`config.mk`:
```
export PLATFORM = sky130hd
export DESIGN_NAME = id_issue_stage
export DESIGN_NICKNAME = d
export VERILOG_FILES = /design/src/rtl/id_issue_stage.sv
export SDC_FILE = /design/constraint.sdc
export NUM_CORES = 2
export LEC_CHECK = 0
export CELL_PAD_IN_SITES_DETAIL_PLACEMENT = 1
export CELL_PAD_IN_SITES_GLOBAL_PLACEMENT = 2
export CORE_MARGIN = 2
export CORE_UTILIZATION = 40
export CTS_CLUSTER_DIAMETER = 80
export CTS_CLUSTER_SIZE = 25
export DETAILED_ROUTE_END_ITERATION = 8
export PLACE_DENSITY_LB_ADDON = 0.1
export SETUP_SLACK_MARGIN = 0.3
export SLEW_MARGIN = 20
export SYNTH_ARGS = -nofsm -noshare
export SYNTH_HDL_FRONTEND = slang
export SYNTH_SLANG_ARGS = --single-unit
```
`constraint.sdc`:
```
create_clock -name clk -period 54.2 [get_ports clk]
set_input_delay 10.84 -clock clk [delete_from_list [all_inputs] [get_ports clk]]
set_output_delay 10.84 -clock clk [all_outputs]
set_load 0.01 [all_outputs]
```
`src/rtl/id_issue_stage.sv`:
```
// id_issue_stage: decode/issue stage owning the register file and the ID/EX
// register. Valid/ready handshake with backpressure, operand refresh while an
// instruction is held, and a saturating bubble counter.
// Optional feature: define ID_WRITE_BYPASS_EN to make a write-back in the accept
// cycle visible to the operands being latched (write-first read).
module id_issue_stage #(
  parameter int unsigned DATA_W = 32,
  parameter int unsigned NREG   = 32,
  parameter int unsigned NREAD  = 2,
  parameter int unsigned CON_W  = 32,
  parameter logic [CON_W-1:0] CON_NOP = '0,
  localparam int unsigned RW = $clog2(NREG)
) (
  input  logic                    clk,
  input  logic                    clr,
  input  logic                    flush,
  input  logic                    in_valid,
  output logic                    in_ready,
  input  logic [31:0]             in_pc,
  input  logic [31:0]             in_ins,
  input  logic [CON_W-1:0]        in_controls,
  input  logic [NREAD-1:0]        in_ren,
  input  logic [NREAD*RW-1:0]     in_rnum,
  input  logic                    wr_en,
  input  logic [RW-1:0]           wr_num,
  input  logic [DATA_W-1:0]       wr_data,
  output logic [NREAD*RW-1:0]     rnum_realtime,
  output logic                    out_valid,
  input  logic                    out_ready,
  output logic [31:0]             out_pc,
  output logic [31:0]             out_ins,
  output logic [CON_W-1:0]        out_controls,
  output logic [NREAD*RW-1:0]     out_rnum,
  output logic [NREAD*DATA_W-1:0] out_rdata,
  output logic [31:0]             bubble_cnt
);

  logic [DATA_W-1:0]       regs [NREG];
  logic                    accept;
  logic [NREAD*DATA_W-1:0] rdata_issue;
  logic [NREAD*DATA_W-1:0] rdata_refresh;

  // Handshake: a flush blocks intake; otherwise accept when the slot is free or draining
  assign in_ready = !flush && (!out_valid || out_ready);
  assign accept   = in_valid && in_ready;

  // Read numbers masked by port enable and offer valid (also feeds the hazard unit)
  always_comb begin
    rnum_realtime = '0;
    for (int unsigned k = 0; k < NREAD; k++) begin
      if (in_valid && in_ren[k]) begin
        rnum_realtime[k*RW +: RW] = in_rnum[k*RW +: RW];
      end
    end
  end

  // Operands for the instruction being issued; register 0 always reads zero
  always_comb begin
    rdata_issue = '0;
    for (int unsigned k = 0; k < NREAD; k++) begin
      if (rnum_realtime[k*RW +: RW] != '0) begin
`ifdef ID_WRITE_BYPASS_EN
        if (wr_en && (wr_num == rnum_realtime[k*RW +: RW])) begin
          rdata_issue[k*DATA_W +: DATA_W] = wr_data;
        end else begin
          rdata_issue[k*DATA_W +: DATA_W] = regs[rnum_realtime[k*RW +: RW]];
        end
`else
        rdata_issue[k*DATA_W +: DATA_W] = regs[rnum_realtime[k*RW +: RW]];
`endif
      end
    end
  end

  // Held operands pick up late write-backs; a zero out_rnum means the port was unused
  always_comb begin
    rdata_refresh = out_rdata;
    for (int unsigned k = 0; k < NREAD; k++) begin
      if (wr_en && (wr_num != '0) && (wr_num == out_rnum[k*RW +: RW])) begin
        rdata_refresh[k*DATA_W +: DATA_W] = wr_data;
      end
    end
  end

  // ID/EX register: flush > accept > drain > hold-with-refresh
  always_ff @(posedge clk or posedge clr) begin
    if (clr) begin
      out_valid    <= 1'b0;
      out_pc       <= '0;
      out_ins      <= '0;
      out_controls <= CON_NOP;
      out_rnum     <= '0;
      out_rdata    <= '0;
    end else if (flush) begin
      out_valid    <= 1'b0;
      out_ins      <= '0;
      out_controls <= CON_NOP;
      out_rdata    <= '0;
    end else if (accept) begin
      out_valid    <= 1'b1;
      out_pc       <= in_pc;
      out_ins      <= in_ins;
      out_controls <= in_controls;
      out_rnum     <= rnum_realtime;
      out_rdata    <= rdata_issue;
    end else if (out_valid && out_ready) begin
      out_valid    <= 1'b0;
      out_ins      <= '0;
      out_controls <= CON_NOP;
      out_rdata    <= '0;
    end else if (out_valid) begin
      out_rdata    <= rdata_refresh;
    end
  end

  // Register file; writes to register 0 are dropped so it stays zero
  always_ff @(posedge clk or posedge clr) begin
    if (clr) begin
      for (int unsigned i = 0; i < NREG; i++) begin
        regs[i] <= '0;
      end
    end else if (wr_en && (wr_num != '0)) begin
      regs[wr_num] <= wr_data;
    end
  end

  // Saturating count of edges seen with an empty ID/EX register
  always_ff @(posedge clk or posedge clr) begin
    if (clr) begin
      bubble_cnt <= '0;
    end else if (!out_valid && (bubble_cnt != 32'hFFFF_FFFF)) begin
      bubble_cnt <= bubble_cnt + 32'd1;
    end
  end

endmodule

```
# == Word-level counts from Yosys, hierarchy flattened ==
# Index checks and enable logic that the tools add are counted.
# classes
eq_ne,3
n_reduce_logical,23
bitwise_logic,4
muxes,27
addsub,1
order_cmp,4
# op_table
operator,count
bitwise mux 1024 bit,1
2-to-1 mux 32 bit,14
binary-select mux 32 bit (select 5 bit),2
2-to-1 mux 64 bit,4
demux 32 bit (select 5 bit),1
"adder 32 x 1 -> 32 bit, second input constant",1
"!= test 32 bit, second input constant",1
">= comparator 6 bit, second input constant",3
inverter 5 -> 6 bit,3
nonzero test 5 bit,3
nonzero test 4 bit,3
== test 5 bit,2
logical AND 1 bit,10
2-to-1 mux 5 bit,2
"< comparator 6 x 1 -> 1 bit, second input constant",1
AND reduction 2 bit,3
2-to-1 mux 1 bit,3
nonzero test 3 bit,1
logical NOT 1 bit,2
logical OR 1 bit,1
inverter 1 bit,1
# word_totals
regBits,1227
elab_cells,102

# == Depth between registers and ports, before layout ==
# depth
depth_word,9
depth_mapped,11
depth_no_buf,8

# == Worst setup path before layout ==
# OpenSTA, ideal clock, no wires.
# synth_path
kind,input to output
start,in in_valid
end,out rnum_realtime[8]
path_stages,7
path_buffers,4
arrival_time_ns,11.909
path_slack_ns,31.451
path_cell_list,buf_2 and2_1 buf_2 buf_2 nand2_2 inv_1 buf_2
# synth_between
elab_chain_len,2
# synth_lines
element,line,text
from (decl),17,"input logic in_valid,"
logical AND 1 bit,51,if (in_valid && in_ren[k]) begin
2-to-1 mux 5 bit,51,
to (decl),27,"output logic [NREAD*RW-1:0] rnum_realtime,"
# Every way passes these cells.

# == Worst setup path after layout ==
# layout_path
start,in in_valid
end,out rnum_realtime[2]
# The elaborated chain is that of the path after synthesis.

==> Flow_metrics.wiki <==
{| class="wikitable"
! Metric !! Value
|-
| Buffers inserted by post-CTS timing repair || 0
|-
| Routed wire per std cell || 34.3 µm
|-
| Number of nets at the end of the flow || roughly 5900
|-
| Die width || between 400 and 500 µm
|-
| Synth Flop Type || sky130_fd_sc_hd__dfrtp_1
|-
| Final sum of negative setup slack || 0 ns
|-
| Commonest cells in the netlist || 1226 x sky130_fd_sc_hd__dfrtp_1, 1011 x sky130_fd_sc_hd__mux2_2, 619 x sky130_fd_sc_hd__nand2_1, 285 x sky130_fd_sc_hd__clkbuf_1, 216 x sky130_fd_sc_hd__buf_2
|-
| Final number of setup-violating endpoints || 0
|-
| Share of the yosys chip area belonging to registers || 48.3%
|-
| Core outline area || around 160000 µm²
|-
| Cell count after synthesis || ~5800
|-
| Unique cell type count in the Yosys netlist || about 80
|-
| Result of the run || finished, final reports clean
|-
| Number of filler instances in the final layout || about 17000
|-
| Post-Syn Area per Cell || 11.0 µm²
|-
| Synth top area cells || sky130_fd_sc_hd__dfrtp_1 48%, sky130_fd_sc_hd__mux2_2 18%, sky130_fd_sc_hd__nand2_1 3.7%
|-
| Area occupied by registers || 30700 µm²
|-
| Clock Sinks || ~1200
|-
| Register bit count reported by yosys || between 1000 and 1500
|-
| Max-slew headroom || 20.5%
|-
| Synthesized Nets || approximately 5900
|-
| Number of antenna violations at the first check in global routing || 18
|-
| Wire length of the first global-routing pass || 392000 µm
|-
| Worst vdd ir || between 0.02 and 0.025 mV
|-
| Fraction of final layout cells with drive strength greater than 1 || approximately 25%
|-
| Most used routing layer || met2
|-
| Final weighted congestion in routability-driven placement || around 0.85
|-
| Area delta synth->final || 13.0%
|-
| Async S/R FF share, synth || 100%
|-
| Die height || between 400 and 500 µm
|-
| Starting Density || between 40% and 50%
|-
| Critical path endpoint category || output port
|-
| HPWL after detailed placement || between 150000 and 200000 µm
|-
| Global-route met3 utilization || about 5%
|-
| Mapped Area || 63500 µm²
|-
| Data required time of the critical path || about 43 ns
|-
| Clock transition at the register clock pins on the worst setup and hold paths after CTS || around 0.09 ns
|-
| Worst-skew pair later-pin latency || 0.75 ns
|-
| First-pass DRT Iterations || 5
|-
| Post-synth top area cell || sky130_fd_sc_hd__dfrtp_1
|-
| Total GRT Usage || between 30% and 40%
|-
| GRT overflow || 0
|-
| Setup slack, reg-to-reg || 50.47 ns
|-
| Number of enable-type register cells in the synthesized netlist || 0
|-
| Worst-case clock skew || between 0.02 and 0.03 ns
|-
| Total die area || approximately 160000 µm²
|-
| Most numerous cell in the Yosys netlist || sky130_fd_sc_hd__dfrtp_1
|-
| Area occupied by multi-input gates || 29900 µm²
|-
| First DRT Iteration DRCs || approximately 4600
|-
| Fin. max-slew vios || 0
|-
| # hold bufs at CTS || 0
|-
| PortBufs || 364
|-
| Path type of the worst min-delay path || flip-flop to flip-flop
|-
| Cell at the root of the clock tree || sky130_fd_sc_hd__clkbuf_16
|-
| Area share of the leading cell type in the synthesized netlist || approximately 48%
|-
| Kind of start point of the critical path || input pin
|-
| DRC violation count after routing || 0
|-
| Cells resized by post-CTS repair || 0
|-
| Global routing usage on met2 || between 50 and 60%
|-
| Io pins || 365
|-
| Post-route antenna net violation count || 0
|-
| RSZ-0062 raised after global routing || no
|-
| Slew at the pin closest to its max-slew limit || approximately 1.2 ns
|-
| Depth of the CTS H-tree || 3
|-
| Maxcap violations || 0
|-
| GR Layer Usage met1 || between 40% and 50%
|-
| Via count of the first global-routing pass || roughly 53000
|-
| Clock tree buffer depth || 3
|-
| Pin count of the biggest net entering global routing || 160
|-
| Total Routed Length || between 200000 and 300000 µm
|-
| LEAKAGE || 0.0306 µW
|-
| CTS tree || yes
|-
| Cts bufs inserted || just under 90
|-
| Pwr dens || ~34 nW/µm²
|-
| Core Rows || between 100 and 150
|-
| Fmax || slightly above 0.04 GHz
|-
| Post-layout minimum cycle time || 24.85 ns
|-
| Worst Path Class, Setup || input pin to output port
|-
| Critical path fanouts, max || 32
|-
| Worst path arrival time || about 14 ns
|-
| Warning count from the yosys run || 0
|-
| Share of the cycle needed by the critical path after routing || 45.8%
|-
| DR vias || 51500
|-
| Final count of hold timing violations || 0
|-
| Utilization after layout || between 40% and 50%
|-
| Routed vias/inst || around 6.5
|}
path summary, 6_finish.rpt:
| kind | cells after the start | endpoint | startpoint |
|---|---|---|---|
| min reg2reg | 0 | regs[1010] | regs[1010] |
| min | 0 | regs[1010] | regs[1010] |
| max in group asynchronous | 5 | out_pc[12] | clr |
| max | 6 | rnum_realtime[2] | in_valid |
| max reg2reg | 8 | out_rdata[0] | out_valid |
| min in group asynchronous | 2 | regs[407] | clr |
worst max-delay path, stage by stage:
cell                              delay (ns)
sky130_fd_sc_hd__buf_2                  0.13
sky130_fd_sc_hd__buf_4                  0.31
sky130_fd_sc_hd__buf_4                  0.60
sky130_fd_sc_hd__nand3_2                0.69
sky130_fd_sc_hd__inv_4                  0.66
sky130_fd_sc_hd__clkdlybuf4s50_1        0.72
layout make-up:
| class | count | area share [%] |
|---|---|---|
| inverters | 72 | 0.403 |
| flip-flops and latches | 1226 | 42.8 |
| clock inverters | 69 | 1.26 |
| well taps | 2072 | 3.61 |
| diodes | 5 | 0.0174 |
| repair buffers | 538 | 6.93 |
| clock buffers | 99 | 3.28 |
| multi-input cells | 3858 | 41.7 |
cell families after synthesis:
family / after synthesis / share of synthesized area [%]
AOI/OAI and AO/OA: 1459 / 16.7
muxes: 1236 / 21.7
DFF: 1226 / 48.3
and+or+nand+nor: 1121 / 7.83
buffers and inverters: 710 / 4.95
xor gates and xnor gates: 41 / 0.566
adders and majority gates: 1 / 0.0197
cell usage in the layout, fill, tap and decap left out, types with 27 or more instances in the layout:
| master | count |
|---|---|
| sky130_fd_sc_hd__a22oi_1 | 31 |
| sky130_fd_sc_hd__a22o_1 | 87 |
| sky130_fd_sc_hd__nand2_1 | 598 |
| sky130_fd_sc_hd__nor3_1 | 101 |
| sky130_fd_sc_hd__clkbuf_16 | 90 |
| sky130_fd_sc_hd__a221oi_1 | 197 |
| sky130_fd_sc_hd__o221ai_1 | 112 |
| sky130_fd_sc_hd__xnor2_1 | 29 |
| sky130_fd_sc_hd__dfrtp_1 | 1226 |
| sky130_fd_sc_hd__a211oi_1 | 80 |
| sky130_fd_sc_hd__o41ai_1 | 35 |
| sky130_fd_sc_hd__mux2i_1 | 208 |
| sky130_fd_sc_hd__nor2_1 | 146 |
| sky130_fd_sc_hd__o22ai_1 | 66 |
| sky130_fd_sc_hd__and3_1 | 55 |
| sky130_fd_sc_hd__o21ai_0 | 200 |
| sky130_fd_sc_hd__mux2_2 | 1011 |
| sky130_fd_sc_hd__a221o_1 | 35 |
| sky130_fd_sc_hd__nand3_1 | 44 |
| sky130_fd_sc_hd__buf_4 | 172 |
| sky130_fd_sc_hd__inv_1 | 61 |
| sky130_fd_sc_hd__a21oi_1 | 179 |
| sky130_fd_sc_hd__o211ai_1 | 65 |
| sky130_fd_sc_hd__a2bb2oi_1 | 27 |
| sky130_fd_sc_hd__clkdlybuf4s50_1 | 355 |
| sky130_fd_sc_hd__a31oi_1 | 173 |
power by group:
part,total (µW),switching (µW),internal (µW)
sequential,1210,132,1080
combinational,479,246,234
clock,769,418,352
flip-flops by register name, indices dropped and copies added (netlist names):
| register | cells |
|---|---|
| bubble_cnt | 32 |
| out_pc | 32 |
| out_rnum | 10 |
| out_rdata | 64 |
| regs | 1023 |
| out_valid | 1 |
| out_controls | 32 |
| out_ins | 32 |
stage by stage:
step	power (µW)	instances	hold slack (ns)	setup WS, ns	cell area [µm²]
after global placement	1680	7765	0.364	29.60	68500
after global routing	2560	7934	0.396	29.45	71700
final	2460	7939	0.385	29.35	71800
after floorplan	1510	5794	0.429	8.82	63500
after CTS	2470	7933	0.389	29.49	71700
after detailed placement	1700	7765	0.367	29.50	68500
routing by layer:
layer | share of wire [%] | up-vias
met5 | 0.026 | -
met3 | 6.6 | 502
met4 | 4.0 | 10
li1 | - | 21600
met2 | 45 | 1950
met1 | 44 | 27500
(Power assumes the default switching activity.)
